### src/rtl/draw_scheduler_pkg.sv
// draw_scheduler_pkg: shared field widths and FSM state type for the draw scheduler.
package draw_pkg;
   localparam int X_W = 8;
   localparam int Y_W = 7;
   localparam int C_W = 3;
   typedef enum logic [2:0] {S_IDLE, S_ARB, S_GRANT, S_RELEASE, S_DONE} state_t;
endpackage

### src/rtl/draw_scheduler_if.sv
// draw_scheduler_if: client/VGA bundle between game logic (master) and the scheduler (slave).
interface draw_scheduler_if import draw_pkg::*; #(parameter int NUM_CLIENTS = 3);
   logic                         frame_start;
   logic [NUM_CLIENTS-1:0]       req;
   logic [NUM_CLIENTS*X_W-1:0]   client_x;
   logic [NUM_CLIENTS*Y_W-1:0]   client_y;
   logic [NUM_CLIENTS*C_W-1:0]   client_color;
   logic [NUM_CLIENTS-1:0]       client_finish;
   logic [NUM_CLIENTS-1:0]       draw;
   logic [X_W-1:0]               vga_x;
   logic [Y_W-1:0]               vga_y;
   logic [C_W-1:0]               vga_color;
   logic                         vga_plot;
   logic                         busy;
   logic                         frame_done;
   logic                         overrun;
   logic                         timeout;
   modport master (
      output frame_start, req, client_x, client_y, client_color, client_finish,
      input  draw, vga_x, vga_y, vga_color, vga_plot, busy, frame_done, overrun, timeout
   );
   modport slave (
      input  frame_start, req, client_x, client_y, client_color, client_finish,
      output draw, vga_x, vga_y, vga_color, vga_plot, busy, frame_done, overrun, timeout
   );
endinterface

### src/rtl/draw_scheduler_rr_picker.sv
// rr_picker: first set bit of pending at or above rr_ptr, wrapping round to bit 0.
module rr_picker #(
   parameter int N  = 3,
   parameter int IW = 2
) (
   input  logic [N-1:0]  pending,
   input  logic [IW-1:0] rr_ptr,
   output logic [IW-1:0] idx,
   output logic          any
);
   always_comb begin
      idx = '0;
      any = |pending;
      // scan from the far end so the smallest offset from rr_ptr wins
      for (int o = N - 1; o >= 0; o--) begin
         if (pending[(int'(rr_ptr) + o) % N]) idx = IW'((int'(rr_ptr) + o) % N);
      end
   end
endmodule

### src/rtl/draw_scheduler.sv
// draw_scheduler: per-frame round-robin arbiter for the VGA pixel-write port.
// Optional grant watchdog enabled by defining DRAW_WDOG_EN.
module draw_scheduler import draw_pkg::*; #(
   parameter int NUM_CLIENTS = 3,
   parameter int WDOG_CYCLES = 4096
) (
   input logic             clock,
   input logic             reset,
   draw_scheduler_if.slave bus
);
   localparam int IW = NUM_CLIENTS > 1 ? $clog2(NUM_CLIENTS) : 1;
   if (NUM_CLIENTS < 1 || NUM_CLIENTS > 8 || WDOG_CYCLES < 1 || WDOG_CYCLES > 65535) begin : g_bad
      $error("draw_scheduler: parameter out of range");
   end
   state_t                 state;
   logic [NUM_CLIENTS-1:0] pending;
   logic [IW-1:0]          rr_ptr, grant, pick;
   logic                   any, fin, wdog_hit;
   logic                   busy, frame_done, overrun;
   logic [X_W-1:0]         cur_x, last_x;
   logic [Y_W-1:0]         cur_y, last_y;
   logic [C_W-1:0]         cur_c, last_c;
   rr_picker #(.N(NUM_CLIENTS), .IW(IW)) u_pick (
      .pending(pending),
      .rr_ptr (rr_ptr),
      .idx    (pick),
      .any    (any)
   );
   assign fin   = bus.client_finish[grant];
   assign cur_x = bus.client_x[int'(grant) * X_W +: X_W];
   assign cur_y = bus.client_y[int'(grant) * Y_W +: Y_W];
   assign cur_c = bus.client_color[int'(grant) * C_W +: C_W];
`ifdef DRAW_WDOG_EN
   logic [15:0] wdog;
   logic        tmo;
   assign wdog_hit = wdog == 16'(WDOG_CYCLES - 1);
   always_ff @(posedge clock) begin
      if (reset) begin
         wdog <= '0;
         tmo  <= 1'b0;
      end else begin
         wdog <= state == S_GRANT ? wdog + 16'd1 : '0;
         if (state == S_GRANT && wdog_hit && !fin) tmo <= 1'b1;
      end
   end
   assign bus.timeout = tmo;
`else
   assign wdog_hit    = 1'b0;
   assign bus.timeout = 1'b0;
`endif
   always_ff @(posedge clock) begin
      if (reset) begin
         state      <= S_IDLE;
         pending    <= '0;
         rr_ptr     <= '0;
         grant      <= '0;
         busy       <= 1'b0;
         frame_done <= 1'b0;
         overrun    <= 1'b0;
         last_x     <= '0;
         last_y     <= '0;
         last_c     <= '0;
      end else begin
         frame_done <= state == S_DONE;
         if (bus.frame_start && state != S_IDLE) overrun <= 1'b1;
         case (state)
            S_IDLE: if (bus.frame_start) begin
               pending <= bus.req;
               busy    <= 1'b1;
               state   <= S_ARB;
            end
            S_ARB: begin
               grant <= pick;
               state <= any ? S_GRANT : S_DONE;
            end
            S_GRANT: begin
               last_x <= cur_x;
               last_y <= cur_y;
               last_c <= cur_c;
               if (fin || wdog_hit) state <= S_RELEASE;
            end
            S_RELEASE: begin
               pending[grant] <= 1'b0;
               rr_ptr         <= grant == IW'(NUM_CLIENTS - 1) ? '0 : grant + 1'b1;
               state          <= S_ARB;
            end
            S_DONE: begin
               busy  <= 1'b0;
               state <= S_IDLE;
            end
            default: state <= S_IDLE;
         endcase
      end
   end
   assign bus.draw       = state == S_GRANT ? NUM_CLIENTS'(1) << grant : '0;
   assign bus.vga_plot   = state == S_GRANT && !fin;
   assign bus.vga_x      = state == S_GRANT ? cur_x : last_x;
   assign bus.vga_y      = state == S_GRANT ? cur_y : last_y;
   assign bus.vga_color  = state == S_GRANT ? cur_c : last_c;
   assign bus.busy       = busy;
   assign bus.frame_done = frame_done;
   assign bus.overrun    = overrun;
endmodule
### src/flat_wrapper.sv
// flat-port wrapper written by rule: the top's interface ports become plain ports
module draw_scheduler_flat import draw_pkg::*;
#(
   parameter int NUM_CLIENTS = 3,
   parameter int WDOG_CYCLES = 4096
)
  (clock, reset, bus_frame_start, bus_req, bus_client_x, bus_client_y, bus_client_color, bus_client_finish, bus_draw, bus_vga_x, bus_vga_y, bus_vga_color, bus_vga_plot, bus_busy, bus_frame_done, bus_overrun, bus_timeout);
  draw_scheduler_if #(.NUM_CLIENTS(NUM_CLIENTS)) bus_i ();
  input logic clock;
  input logic reset;
  input wire logic [$bits(bus_i.frame_start)-1:0] bus_frame_start;
  input wire logic [$bits(bus_i.req)-1:0] bus_req;
  input wire logic [$bits(bus_i.client_x)-1:0] bus_client_x;
  input wire logic [$bits(bus_i.client_y)-1:0] bus_client_y;
  input wire logic [$bits(bus_i.client_color)-1:0] bus_client_color;
  input wire logic [$bits(bus_i.client_finish)-1:0] bus_client_finish;
  output wire logic [$bits(bus_i.draw)-1:0] bus_draw;
  output wire logic [$bits(bus_i.vga_x)-1:0] bus_vga_x;
  output wire logic [$bits(bus_i.vga_y)-1:0] bus_vga_y;
  output wire logic [$bits(bus_i.vga_color)-1:0] bus_vga_color;
  output wire logic [$bits(bus_i.vga_plot)-1:0] bus_vga_plot;
  output wire logic [$bits(bus_i.busy)-1:0] bus_busy;
  output wire logic [$bits(bus_i.frame_done)-1:0] bus_frame_done;
  output wire logic [$bits(bus_i.overrun)-1:0] bus_overrun;
  output wire logic [$bits(bus_i.timeout)-1:0] bus_timeout;
  assign bus_i.frame_start = bus_frame_start;
  assign bus_i.req = bus_req;
  assign bus_i.client_x = bus_client_x;
  assign bus_i.client_y = bus_client_y;
  assign bus_i.client_color = bus_client_color;
  assign bus_i.client_finish = bus_client_finish;
  assign bus_draw = bus_i.draw;
  assign bus_vga_x = bus_i.vga_x;
  assign bus_vga_y = bus_i.vga_y;
  assign bus_vga_color = bus_i.vga_color;
  assign bus_vga_plot = bus_i.vga_plot;
  assign bus_busy = bus_i.busy;
  assign bus_frame_done = bus_i.frame_done;
  assign bus_overrun = bus_i.overrun;
  assign bus_timeout = bus_i.timeout;
  draw_scheduler #(.NUM_CLIENTS(NUM_CLIENTS), .WDOG_CYCLES(WDOG_CYCLES)) u_core (.clock(clock), .reset(reset), .bus(bus_i));
endmodule
### config.mk
export PLATFORM = sky130hd
export DESIGN_NAME = draw_scheduler_flat
export DESIGN_NICKNAME = d
export VERILOG_FILES = /design/src/rtl/draw_scheduler_pkg.sv /design/src/rtl/draw_scheduler_if.sv /design/src/rtl/draw_scheduler_rr_picker.sv /design/src/rtl/draw_scheduler.sv /design/src/flat_wrapper.sv
export SDC_FILE = /design/constraint.sdc
export NUM_CORES = 1
export LEC_CHECK = 0
export ABC_CLOCK_PERIOD_IN_PS = 5110
export CAP_MARGIN = 20
export CORE_ASPECT_RATIO = 0.75
export CORE_UTILIZATION = 44
export CTS_CLUSTER_SIZE = 10
export DETAILED_ROUTE_END_ITERATION = 10
export GPL_ROUTABILITY_DRIVEN = 0
export PLACE_DENSITY = 0.85
export RECOVER_POWER = 100
export SLEW_MARGIN = 20
export SYNTH_ARGS = -nofsm -noshare
export SYNTH_HDL_FRONTEND = slang
export SYNTH_HIERARCHICAL = 1
export SYNTH_SLANG_ARGS = --single-unit
### constraint.sdc
create_clock -name clock -period 5.11 [get_ports clock]
set_clock_uncertainty 0.2 [all_clocks]
set_input_delay 0.7665 -clock clock [delete_from_list [all_inputs] [get_ports clock]]
set_output_delay 0.7665 -clock clock [all_outputs]
set_load 0.005 [all_outputs]
* Word level (Yosys, flattened, before mapping)
Index checks and enable logic that the tools add are counted.
** Storage, ports and cells
- Register bits after elaboration :: 31
- Input bits :: 63
- Output and inout bits :: 26
- Logic and storage cells :: 77
** Cells by class
- $add $sub $neg :: 3
- Multiply operators :: 2
- Div/mod/pow operators :: 3
- Order comparisons :: 5
- Eq/ne operators :: 7
- Shift operators :: 4
- Mux-type cells :: 29
- Bitwise logic cells :: 2
- Reduce and logical (&&, ||, !) cells :: 12
** Operators by type and width (number)
- $lt A32 B4 Y1 const B :: 3
- $mod A32 B3 Y32 const B :: 2
- $mod A3 B3 Y32 const B :: 1
- $shiftx A21 B32 Y7 :: 1
- $shiftx A9 B32 Y3 :: 1
- $shiftx A24 B6 Y8 :: 1
- $mux W3 :: 6
- $pmux W3 S4 :: 1
- $mux W1 :: 9
- $bmux W1 S2 :: 4
- $mux W2 :: 4
- $mux W8 :: 1
- $mux W7 :: 1
- $eq A3 B2 Y1 const B :: 2
- $pmux W3 S2 :: 1
- $reduce_and A2 Y1 :: 3
- $mul A2 B3 Y5 const B :: 1
- $mul A2 B2 Y4 const B :: 1
- $reduce_bool A2 Y1 :: 2
- $add A2 B1 Y3 const B :: 1
- $add A2 B2 Y3 const B :: 1
- $and A3 B3 Y3 :: 1
- $eq A3 B1 Y1 const B :: 1
- $eq A3 B3 Y1 const B :: 1
- other kinds (15) :: 17

* Depth between registers and ports, before layout
- Depth after elaboration :: 8
- Gate-level depth with buffers :: 7
- Mapped depth without buffers :: 7

* By module
The synthesis kept the hierarchy.
** By module, submodules not included
- draw_scheduler :: times used 1, cells each 201, area an instance 1752.9 µm², sequential area each 620.6 µm²
- rr_picker :: times used 1, cells each 20, area an instance 150.1 µm², sequential area each 0.0 µm²

* Least setup slack after synthesis
Ideal clock, no wire load.
- Path kind :: reg-to-output
- Start point :: reg u_core.state[2]
- End point :: out bus_vga_x[2]
- Arrival time :: 1.345 ns
- Data required time :: 4.143 ns
- Path slack :: 2.798 ns
- Cell stages (with the launch flop) :: 5
- Buffers on the path :: 1
- Path through :: dfxtp_1 or3b_1 buf_6 and2_4 or3_1
** Between the ends
- Cells in the longest elaborated chain, start to end :: 2
** RTL lines
- start: declaration :: RTL line draw_scheduler.sv:15 : state_t state;
- start signal: assignment :: RTL line draw_scheduler.sv:74 : state <= any ? S_GRANT : S_DONE;
- $eq A3 B2 Y1 :: RTL line draw_scheduler.sv:97 : assign bus.vga_x = state == S_GRANT ? cur_x : last_x;
- $mux W8
- end: declaration :: RTL line flat_wrapper.sv:18 : output wire logic [$bits(bus_i.vga_x)-1:0] bus_vga_x;
Every way passes these cells.

* Final worst setup path
- Start point :: reg u_core.grant[1]
- End point :: out bus_vga_y[4]
** Between the ends
- Cells in the longest elaborated chain, start to end :: 3
** RTL lines
- start: declaration :: RTL line draw_scheduler.sv:17 : logic [IW-1:0] rr_ptr, grant, pick;
- start signal: assignment :: RTL line draw_scheduler.sv:73 : grant <= pick;
- $mul A2 B3 Y5 :: RTL line draw_scheduler.sv:31 : assign cur_y = bus.client_y[int'(grant) * Y_W +: Y_W];
- $shiftx A21 B32 Y7 :: RTL line draw_scheduler.sv:31
- $mux W7 :: RTL line draw_scheduler.sv:98 : assign bus.vga_y = state == S_GRANT ? cur_y : last_y;
- end: declaration :: RTL line flat_wrapper.sv:19 : output wire logic [$bits(bus_i.vga_y)-1:0] bus_vga_y;
Every way passes these cells.

==> impl_metrics.env <==
export IMPL_synth_top_area_share_pct=32.6
export IMPL_rsz0062_at_grt="no"
export IMPL_max_freq_mhz=255
export IMPL_insertedDiodeCount=0
export IMPL_ant_nets=0
export IMPL_hold_path_end="u_core/bus.overrun"
export IMPL_start_kind="register"
export IMPL_fill_cells=353
export IMPL_synth_cell_types=43
export IMPL_core_area_um2=4100
export IMPL_leakagePower_nw=1.14
export IMPL_worstRegToRegCells=4
export IMPL_clock_sinks=31
export IMPL_synthFlopType="dfxtp_1"
export IMPL_path_buf_inv=2
export IMPL_cts_resized=0
export IMPL_dpl_cell_area_um2=2770
export IMPL_rows=20
export IMPL_seqCellArea_um2=621
export IMPL_pin_count=89
export IMPL_cpPeakStageDelay_ps=720
export IMPL_cts_max_level=2
export IMPL_detail_route_wirelength_um=5020
export IMPL_min_period_over_period_pct=76.6
export IMPL_drtIter0Drc=98
export IMPL_reg2reg_from="u_core/grant[1]"
export IMPL_worstPathArrival_ps=2950
export IMPL_seq_area_frac_synth_pct=32.6
export IMPL_setup_slack_ps=1190
export IMPL_ys_ff_latch=31
export IMPL_cts_setup_buffers=0
export IMPL_path_class="register to output port"
export IMPL_reg2reg_slack_ps=2710
export IMPL_grt_total_usage_pct=23.5
export IMPL_path_delay_family="buffers and inverters"
export IMPL_post_cts_hold_buffer_count=0
export IMPL_finish_instance_area_um2=2820
export IMPL_clock_root_buffer="clkbuf_8"
export IMPL_cts_tree="done"
export IMPL_dp_hpwl_um=3680
export IMPL_crit_path_end_kind="output port"
export IMPL_synth_area_um2=1900
export IMPL_final_setup_tns_ps=0
export IMPL_cts_buffer_depth=2
export IMPL_regToRegEndpoint="u_core/last_y[2]"
export IMPL_worst_slew_margin_rel_pct=16.5
export IMPL_synthTopCellsByArea="dfxtp_1 33%, mux2i_1 12%, a211oi_1 6.3%, nor2_1 5.5%, a2bb2oi_1 5.5%"
export IMPL_cts_buffers=5
export IMPL_p_per_area_nw_per_um2=234
export IMPL_setup_viol=0
export IMPL_multiInputGateArea_um2=1130
export IMPL_async_flop_share_pct=0
export IMPL_drive_gt1_share_pct=4.36
export IMPL_via_per_inst=5.46
export IMPL_ir_drop_mv=0.153
export IMPL_maxCapViolCount=0
export IMPL_final_cell_mix="66 x clkdlybuf4s50_1, 31 x dfxtp_1, 28 x nor2_1"
export IMPL_status="finished clean"
export IMPL_grt_pass1_vias=1851
export IMPL_crit_chain="clkbuf_1 -> mux2i_1 -> nor3_1 -> or3_1 -> dlygate4sd3_1"
export IMPL_drc=0
export IMPL_slowest_stage="dfxtp_1"
export IMPL_required_ps=4140
export IMPL_hp_start="u_core/bus.overrun"
export IMPL_portBuffers=87
export IMPL_synth_edf_count=0
export IMPL_start_util_pct=46.4
export IMPL_grt_first_pass_wirelength_um=8360
export IMPL_die_h_um=59.0
export IMPL_drv_slew=0
export IMPL_overflow=0
export IMPL_synth_warnings=6
export IMPL_grt_max_degree=44
export IMPL_syn_num_nets=287
export IMPL_tightestPinTransition_ps=1250
export IMPL_wl_per_cell_um=14.2
export IMPL_grt_antenna_before_repair=0
export IMPL_hold_violations=0
export IMPL_fin_nets=365
export IMPL_place_worst_setup_slack_ps=1910
export IMPL_vias=1927
export IMPL_mostFrequentLayoutCell="clkdlybuf4s50_1"
export IMPL_cts_reportedPaths_clkPinSlew_ps=60
export IMPL_dieArea_um2=4590
export IMPL_die_w_um=77.9
export IMPL_min_period_ps=3920
export IMPL_firstDrtPassIters=4
export IMPL_syn_to_final_growth_pct=48.3
export IMPL_avgSynthCellArea_um2=8.61
export IMPL_hp_class="register to register"
export IMPL_syn_inst=221
export IMPL_hold_depth=2
export IMPL_critical_path_peak_fanout=13
export IMPL_synth_top_area_cell="dfxtp_1"
export IMPL_clock_latency_ps=280
-- cell usage after synthesis, drive strengths merged, types with 4 or more instances --
cell / instances
and3: 5
nor2: 28
dfxtp: 31
nor3b: 4
o31a: 4
inv: 7
buf: 17
and2: 6
a2bb2oi: 12
a211oi: 16
a21oi: 14
or3: 6
clkbuf: 4
nor3: 6
mux2i: 23
-- logic make-up after synthesis --
logic type | count (synthesis) | synth area share, %
muxes | 24 | 12.7
DFF | 31 | 32.6
AOI/OAI and AO/OA | 64 | 24.9
and+or+nand+nor | 70 | 20.0
adders and majority gates | 3 | 1.97
buffers and inverters | 28 | 7.63
other | 1 | 0.197
-- worst max path at each step --
stage | from | end | depth (start not counted)
final | u_core/grant[1] | bus_vga_y[4] | 5
after CTS | u_core/grant[1] | bus_vga_y[4] | 5
after global routing | u_core/grant[1] | bus_vga_y[4] | 5
after global placement | bus_client_y[19] | bus_vga_y[5] | 5
after floorplan | u_core/state[2] | bus_vga_x[2] | 4
after detailed placement | bus_client_x[20] | bus_vga_x[4] | 5
-- cell type report --
class / instances / area share (%)
clock buffer: 6 / 2.57
sequential: 31 / 22.0
multi-input combinational: 162 / 40.1
inverter: 7 / 0.931
tap: 55 / 2.44
timing repair buffer: 92 / 31.9
-- routing by layer --
metal,GRT usage [%],wire length [um]
met2,39.2,2270
met3,7.91,369
met4,5.82,36
met5,0,0
met1,29.8,2340
-- sequential cells by signal, summed over array words and instances, names as in the netlist, 2 cells and up --
signal / flops
u_core/last_x: 8
u_core/last_y: 7
u_core/last_c: 3
u_core/pending: 3
u_core/state: 3
u_core/grant: 2
u_core/rr_ptr: 2
-- power breakdown --
part / total [mW] / internal (mW) / switching, mW
registers: 0.276 / 0.261 / 0.0148
clock network: 0.174 / 0.0906 / 0.0835
logic: 0.210 / 0.123 / 0.0861
total: 0.660 / 0.475 / 0.184
-- worst min-delay path: cells and delay by family (launching register included) --
family             cells  cell delay, ps
DFF                    1             320
and+or+nand+nor        1              70
AOI/OAI and AO/OA      1              40
-- per-stage QoR --
| step | utilization [%] | std cells | hold slack [ps] | power (mW) |
|---|---|---|---|---|
| finish | 68.8 | 353 | 266 | 0.660 |
| global route | 68.8 | 353 | 290 | 0.700 |
| CTS | 69.2 | 353 | 274 | 0.673 |
| detailed placement | 67.4 | 347 | 258 | 0.500 |
| global placement | 67.4 | 347 | 248 | 0.494 |
| floorplan | - | 221 | 260 | 0.389 |
Power figures use the tool's default switching activity.
